[src/rtl/fifo_packer_if.sv]
// fifo_packer_if: bundles the narrow input stream and the FIFO-facing push
// side of fifo_packer.
//
// Handshake: a beat transfers on a rising clk edge where in_valid && in_ready.
// in_ready never depends on in_valid. in_data and in_last matter only while
// in_valid is high. On the FIFO side, out_push is a single-cycle write strobe
// that is never raised while fifo_full is high. out_data, out_keep and
// out_last stay stable until the word has been pushed.
//
// Signals:
//   in_valid / in_ready / in_data / in_last : narrow producer stream
//   fifo_full                               : FIFO full flag
//   out_push / out_data / out_keep / out_last : FIFO write port plus sideband
// Modports:
//   slave  : the packer (consumes the stream, drives the FIFO write)
//   master : the environment (producer plus FIFO)
interface fifo_packer_if #(
  parameter int IN_WIDTH  = 8,
  parameter int OUT_WIDTH = 32
);
  localparam int RATIO = OUT_WIDTH / IN_WIDTH;

  logic                 in_valid;
  logic                 in_ready;
  logic [IN_WIDTH-1:0]  in_data;
  logic                 in_last;
  logic                 fifo_full;
  logic                 out_push;
  logic [OUT_WIDTH-1:0] out_data;
  logic [RATIO-1:0]     out_keep;
  logic                 out_last;

  modport slave (
    input  in_valid, in_data, in_last, fifo_full,
    output in_ready, out_push, out_data, out_keep, out_last
  );

  modport master (
    output in_valid, in_data, in_last, fifo_full,
    input  in_ready, out_push, out_data, out_keep, out_last
  );
endinterface

[src/rtl/fifo_packer.sv]
// fifo_packer: packs narrow IN_WIDTH beats into OUT_WIDTH words and pushes
// them into a FIFO.
//
// Beats fill lanes starting at lane 0, which is bits [IN_WIDTH-1:0]. A word
// completes when its last lane fills or when a beat carries in_last. A word
// closed early by in_last has its unused lanes zeroed, and out_keep marks the
// lanes that hold data. A completed word sits in a one-entry output register
// until the FIFO has room. The block never pushes while fifo_full is high.
//
// Ports:
//   clk     : clock
//   arst_n  : asynchronous active-low reset
//   init    : synchronous soft reset; drops the partial word and the pending word
//   bus     : fifo_packer_if.slave (input stream and FIFO write side)
//   busy    : a partial word or a pending output word is held
module fifo_packer #(
  parameter int IN_WIDTH  = 8,
  parameter int OUT_WIDTH = 32
) (
  input  logic           clk,
  input  logic           arst_n,
  input  logic           init,
  fifo_packer_if.slave   bus,
  output logic           busy
);
  localparam int RATIO = OUT_WIDTH / IN_WIDTH;
  localparam int CNT_W = (RATIO > 1) ? $clog2(RATIO) : 1;
  localparam logic [CNT_W-1:0] LAST_LANE = CNT_W'(RATIO - 1);

  if ((OUT_WIDTH % IN_WIDTH) != 0 || RATIO < 2) begin : g_param_check
    $error("fifo_packer: OUT_WIDTH must be a multiple of IN_WIDTH with at least two lanes");
  end

  logic [OUT_WIDTH-1:0] acc;
  logic [CNT_W-1:0]     lane_cnt;
  logic                 out_valid;
  logic [OUT_WIDTH-1:0] out_data_q;
  logic [RATIO-1:0]     out_keep_q;
  logic                 out_last_q;

  logic                 accept;
  logic                 word_done;
  logic                 push;
  logic [OUT_WIDTH-1:0] merged;
  logic [RATIO-1:0]     keep_next;

  // The output register may reload in the same cycle it drains, so in_ready
  // only drops when a word is stuck behind a full FIFO.
  assign bus.in_ready = !init && (!out_valid || !bus.fifo_full);
  assign push         = out_valid && !bus.fifo_full;
  assign accept       = bus.in_valid && bus.in_ready;
  assign word_done    = accept && ((lane_cnt == LAST_LANE) || bus.in_last);

  assign bus.out_push = push;
  assign bus.out_data = out_data_q;
  assign bus.out_keep = out_keep_q;
  assign bus.out_last = out_last_q;
  assign busy         = (lane_cnt != '0) || out_valid;

  // The accumulator with the current beat inserted at lane_cnt. Lanes above
  // it are forced to zero so that an early-closed word carries no stale data.
  always_comb begin
    merged    = acc;
    keep_next = '0;
    for (int i = 0; i < RATIO; i++) begin
      if (CNT_W'(i) == lane_cnt) begin
        merged[i*IN_WIDTH +: IN_WIDTH] = bus.in_data;
      end
      if (CNT_W'(i) > lane_cnt) begin
        merged[i*IN_WIDTH +: IN_WIDTH] = '0;
      end else begin
        keep_next[i] = 1'b1;
      end
    end
  end

  always_ff @(posedge clk or negedge arst_n) begin
    if (!arst_n) begin
      acc        <= '0;
      lane_cnt   <= '0;
      out_valid  <= 1'b0;
      out_data_q <= '0;
      out_keep_q <= '0;
      out_last_q <= 1'b0;
    end else if (init) begin
      acc       <= '0;
      lane_cnt  <= '0;
      out_valid <= 1'b0;
    end else begin
      if (word_done) begin
        // Load the output register. If it is draining this cycle, it is
        // overwritten, which keeps back-to-back words at full rate.
        out_data_q <= merged;
        out_keep_q <= keep_next;
        out_last_q <= bus.in_last;
        out_valid  <= 1'b1;
        acc        <= '0;
        lane_cnt   <= '0;
      end else begin
        if (accept) begin
          acc      <= merged;
          lane_cnt <= lane_cnt + CNT_W'(1);
        end
        if (push) begin
          out_valid <= 1'b0;
        end
      end
    end
  end
endmodule
[src/flat_wrapper.sv]
// flat-port wrapper written by rule: the top's interface ports become plain ports
module fifo_packer_flat 
#(
  parameter int IN_WIDTH  = 8,
  parameter int OUT_WIDTH = 32
)
  (clk, arst_n, init, busy, bus_in_valid, bus_in_data, bus_in_last, bus_fifo_full, bus_in_ready, bus_out_push, bus_out_data, bus_out_keep, bus_out_last);
  fifo_packer_if #(.IN_WIDTH(IN_WIDTH), .OUT_WIDTH(OUT_WIDTH)) bus_i ();
  input  logic clk;
  input  logic arst_n;
  input  logic init;
  output logic busy;
  input wire logic [$bits(bus_i.in_valid)-1:0] bus_in_valid;
  input wire logic [$bits(bus_i.in_data)-1:0] bus_in_data;
  input wire logic [$bits(bus_i.in_last)-1:0] bus_in_last;
  input wire logic [$bits(bus_i.fifo_full)-1:0] bus_fifo_full;
  output wire logic [$bits(bus_i.in_ready)-1:0] bus_in_ready;
  output wire logic [$bits(bus_i.out_push)-1:0] bus_out_push;
  output wire logic [$bits(bus_i.out_data)-1:0] bus_out_data;
  output wire logic [$bits(bus_i.out_keep)-1:0] bus_out_keep;
  output wire logic [$bits(bus_i.out_last)-1:0] bus_out_last;
  assign bus_i.in_valid = bus_in_valid;
  assign bus_i.in_data = bus_in_data;
  assign bus_i.in_last = bus_in_last;
  assign bus_i.fifo_full = bus_fifo_full;
  assign bus_in_ready = bus_i.in_ready;
  assign bus_out_push = bus_i.out_push;
  assign bus_out_data = bus_i.out_data;
  assign bus_out_keep = bus_i.out_keep;
  assign bus_out_last = bus_i.out_last;
  fifo_packer #(.IN_WIDTH(IN_WIDTH), .OUT_WIDTH(OUT_WIDTH)) u_core (.clk(clk), .arst_n(arst_n), .init(init), .bus(bus_i), .busy(busy));
endmodule
[config.mk]
export PLATFORM = sky130hd
export DESIGN_NAME = fifo_packer_flat
export DESIGN_NICKNAME = d
export VERILOG_FILES = /design/src/rtl/fifo_packer_if.sv /design/src/rtl/fifo_packer.sv /design/src/flat_wrapper.sv
export SDC_FILE = /design/constraint.sdc
export NUM_CORES = 1
export LEC_CHECK = 0
export ABC_AREA = 1
export CAP_MARGIN = 20
export CORE_MARGIN = 1
export CORE_UTILIZATION = 58
export CTS_BUF_LIST = sky130_fd_sc_hd__clkbuf_4
export CTS_CLUSTER_SIZE = 14
export DETAILED_ROUTE_END_ITERATION = 6
export HOLD_SLACK_MARGIN = 0.05
export PLACE_DENSITY = 0.95
export REMOVE_ABC_BUFFERS = 1
export SLEW_MARGIN = 20
export SYNTH_ARGS = -nofsm -noshare
export SYNTH_HDL_FRONTEND = slang
export SYNTH_SLANG_ARGS = --single-unit
[constraint.sdc]
create_clock -name clk -period 2.4 [get_ports clk]
set_input_delay 0.48 -clock clk [delete_from_list [all_inputs] [get_ports clk]]
set_output_delay 0.48 -clock clk [all_outputs]
set_load 0.1 [all_outputs]
* Yosys cells after proc, flatten, opt, wreduce, memory -nomap -nowiden
Index checks and enable logic that the tools add are counted.
** Word-level totals
- Flip-flop bits (word level) :: 72
- Bits of input ports :: 14
- Output and inout bits :: 40
- Logic and storage cells :: 52
** Cells by class
- Add/subtract/negate cells :: 1
- Order comparisons :: 4
- Eq/ne operators :: 4
- Mux-type cells :: 21
- Bitwise logic cells :: 1
- Reduce and logical (&&, ||, !) cells :: 15
** Operator list (count)
- 32-bit two-way mux :: 3
- 8-bit two-way mux :: 8
- 1-bit two-way mux :: 7
- 2-bit two-way mux :: 3
- 3-bit nonzero test :: 2
- 2-bit == test (first input constant) :: 2
- 1-bit by 2-bit greater-than comparator with 1-bit output (first input constant) :: 2
- 2-bit greater-than comparator (first input constant) :: 2
- 1-bit logical AND :: 4
- 1-bit zero test :: 3
- 1-bit logical OR :: 3
- 2-bit by 1-bit adder with 2-bit output (second input constant) :: 1
- 1-bit by 2-bit == test with 1-bit output (first input constant) :: 1
- 2-bit == test (second input constant) :: 1
- 2-bit zero test :: 1
- 2-bit AND reduction :: 1
- 2-bit nonzero test :: 1
- 1-bit inverter :: 1

* Longest topological paths before layout
- Word-level depth :: 7
- Gate-level depth with buffers :: 10
- Mapped depth without buffers :: 8

* Worst setup path before layout
Ideal clock, no wire load.
- Path type :: input -> output
- From :: in bus_fifo_full
- To :: out bus_out_push
- Arrival :: 1733 ps
- Slack :: 187 ps
- Cell stages on the path :: 1
- Path buffers :: 0
- Cells stage by stage :: nor2_1
** On the way
- Word-level cells in the longest chain between the ends :: 2
** RTL lines
- start, declared :: RTL line flat_wrapper.sv:16 : input wire logic [$bits(bus_i.fifo_full)-1:0] bus_fifo_full;
- 1-bit zero test :: RTL line fifo_packer.sv:50 : assign push = out_valid && !bus.fifo_full;
- 1-bit logical AND :: RTL line fifo_packer.sv:50
- end, declared :: RTL line flat_wrapper.sv:18 : output wire logic [$bits(bus_i.out_push)-1:0] bus_out_push;
Every way passes these cells.

* Worst setup path in the final report
- From :: in init
- To :: out bus_in_ready
** On the way
- Word-level cells in the longest chain between the ends :: 2
** RTL lines
- start, declared :: RTL line flat_wrapper.sv:11 : input logic init;
- 1-bit zero test :: RTL line fifo_packer.sv:49 : assign bus.in_ready = !init && (!out_valid || !bus.fifo_full);
- 1-bit logical AND :: RTL line fifo_packer.sv:49
- end, declared :: RTL line flat_wrapper.sv:17 : output wire logic [$bits(bus_i.in_ready)-1:0] bus_in_ready;
Every way passes these cells.

==> metrics list <==
- Timing would allow up to 0.493 GHz.
- Max_cap viols: 0
- Setup total negative slack on the finished layout was measured at 0 ns.
- Cell area power density: 642 mW/mm^2
* Largest clock skew in the final design: around 0.0094 ns
- Pin count of the biggest net entering global routing: 58
- Leaving out filler cells and counting taps, the final layout contains 501.
- The worst setup path is launched from an input pin.
- Worst-case vdd ir drop: ~610 uV
- The longest clock path from root to sink contains 2 buffers.
- Synth top area share: 55.2%
- IO Count: 54
* Worst min path class: input pin to async pin
* Warnings from Yosys: 0
* Total number of H-tree levels: 3
- Buffers added to address setup during post-CTS repair amount to 0.
* Headroom to the max-slew limit: 64.1%
* Overall die area: 0.00529 sq mm
* Final Critical Period: ~2 ns
* CTS Root Buffer Type: clkbuf_4
- Count of final max-slew check failures: 0
* Placed Cells: 484
- Last weighted congestion value of the routability-driven placer: 0.821
* CORE AREA: 0.00475 sq mm
* Leading post-synthesis cells by instance count: nand2_1, dfrtp_1, nor2_1, o21ai_0, inv_1
- Counting every instance in the synthesized netlist gives 372.
- The HPWL after detailed placement is 4.45 mm.
* Slew at the pin closest to its max-slew limit: 0.538 ns
* GR met3 Demand/Resource: 4.97%
- The via count of the first global-routing pass is 2518.
- The die is 72.7 um tall.
- Inserted Diodes: 0
* Met2 capacity usage during global routing: 45.8%
- Number of nets in the layout: 447
* Clock slew at reported path FFs: 0.10 ns
- Setup violations remaining at the end of the flow were counted as 0.
- The initial antenna violation count came to 0.
- Violation count after the first detailed-routing iteration: 318
* RSZ-0062 raised after global routing: no
- Yosys attributes the largest share of cell area to dfrtp_1, nand2_1, o21ai_0, nor2_1, inv_1.
* Global route overflow: 0
- EDFF count, synth: 0
* Vias/cell: approximately 5.2
- Syn_area_per_cell: just under 8 sq um
- Among all flip-flop cells after synthesis, the most frequent one is dfrtp_1.
* Cell with the most instances after synthesis: nand2_1
- GRT busiest layer: met2
- The run finished with clean final reports.
- Port buffering added 53 buffers.
* Overall power: 2.32 mW
- Crit share post-route: 84.5%
* Skew-Pair Late Insertion Delay: around 0.41 ns
* Final Hold Vio Count: 0
- The worst setup path is captured at a primary output.
- In this run the worst path has a maximum fanout of 12.
- Library cell with the largest summed area after synthesis: dfrtp_1
* Initial Util: 61.0%
* Layout Utilization: 76.0%
- Synthesized flop and latch total: 64
* Lkg Pwr: ~1.9 nW
- After detailed routing, the total wire length is 6.68 mm.
- Worst setup path class: input pin to primary output
- Std cell rows: 25
* Required time reported for the critical path endpoint: 1.92 ns
- The tree built by TritonCTS fans out to 64 sinks.
- Remaining antenna violation count after routing: 0
- The area growth from synthesis to layout is 24.6%.
- Counting the buffers created by CTS gives 9.
- The routed layout has 2613 vias.
- The synthesized netlist occupies a cell area of 0.00290 sq mm.
- Across all hold checks on the routed design, the worst slack comes to around 0.44 ns.
- Die Span X: 72.7 um
- Sequential cell area fraction in the yosys report: 55.2%
- For the worst setup path, the data arrival time is 1.55 ns.
* 1st-pass router iterations: 5
- Ratio of cells with drive above 1 in the final layout: 16.4%
- The first global-routing pass estimated 11.5 mm of wire.
- For met1 alone, demand over resource in global routing was 38.1%.
* Detailed-route wire length per cell: 13.3 um
- Counting flops with an async set or reset pin after synthesis yields a share of between 90% and 100%.
- CTS tree: built
- Synth unique cells: 15
- For this run, the total global-route usage over all layers was measured as slightly below 30%.
* Number of resized instances in the post-cts repair step: 0
* Remaining design rule violation count: 0
[cell usage in the layout (no fill, tap or decap)]
cell	Yosys	routed
buf_12	0	6
buf_4	0	44
ha_1	4	4
or2_2	1	1
clkbuf_4	0	10
nand3_1	8	8
inv_1	21	21
nand3_2	1	1
buf_2	10	1
dfrtp_1	64	64
nand4_1	10	10
nor2_2	3	3
clkinv_1	1	5
clkdlybuf4s50_1	0	12
o21ai_0	34	34
nand2_1	170	170
bufinv_16	0	1
nor2_1	34	34
inv_2	3	3
clkinv_2	0	1
dlygate4sd3_1	0	1
[power breakdown]
part	leakage [nW]	switching (mW)	internal, mW
Sequential	0.869	0.0197	1.11
Clock	0.0703	0.378	0.315
Combinational	0.954	0.381	0.114
[flip-flops by register name, indices dropped and copies added (netlist names)]
| signal | flops |
|---|---|
| u_core.acc | 24 |
| u_core.bus.out_data | 32 |
| u_core.bus.out_keep | 4 |
| u_core.bus.out_last | 1 |
| u_core.lane_cnt | 2 |
| u_core.out_valid | 1 |
[kinds of logic after synthesis]
kind of cell               Yosys count  synth area share [%]
DFF                                 64                  55.2
buffers and inverters               43                  6.00
adders and majority gates            4                  1.73
AOI/OAI and AO/OA                   34                  5.87
and+or+nand+nor                    227                  31.2
[per-layer routing]
| metal | share of wire (%) | up-vias |
|---|---|---|
| li1 | - | 1269 |
| met5 | 0 | - |
| met2 | 47 | 119 |
| met4 | 2.7 | 0 |
| met3 | 6.6 | 19 |
| met1 | 44 | 1206 |
[final cells by class]
cell class / instances / area, sq um
sequential: 64 / 1600
multi-input combinational: 265 / 1120
fill: 357 / 1140
inverter: 25 / 93.8
clock inverter: 6 / 50.0
tap: 67 / 83.8
clock buffer: 10 / 75.1
timing repair buffer: 64 / 586
[through the flow]
step | area, sq um | setup slack (ns)
6_report | 3610 | 0.373
5_1_grt | 3610 | 0.328
4_1_cts | 3610 | 0.381
3_5_place_dp | 3480 | 0.336
3_3_place_gp | 3480 | 0.400
2_1_floorplan | 2820 | 0.187
[repair_timing]
action                                  CTS  global route
hold buffers                              1             0
endpoints found under the setup margin    0             0
hold endpoints to repair                  7             0
[critical path, stage by stage]
cell and delay [ns]:
clkdlybuf4s50_1 0.49, inv_2 0.22, nand2_1 0.08, inv_1 0.10
buf_12 0.18
[worst paths after layout]
| check | startpoint | to | slack, ns | cells after the start |
|---|---|---|---|---|
| min in group clk | u_core.bus.out_keep[0] | u_core.bus.out_keep[0] | 0.48 | 1 |
| max in group asynchronous | arst_n | u_core.acc[17] | 1.41 | 3 |
| worst max register to register | u_core.lane_cnt[0] | u_core.acc[16] | 0.64 | 8 |
| worst min register to register | u_core.bus.out_keep[0] | u_core.bus.out_keep[0] | 0.48 | 1 |
| worst max-delay path | init | bus_in_ready | 0.37 | 5 |
| worst min-delay path | arst_n | u_core.bus.out_keep[1] | 0.44 | 2 |
Power figures use the tool's default switching activity.
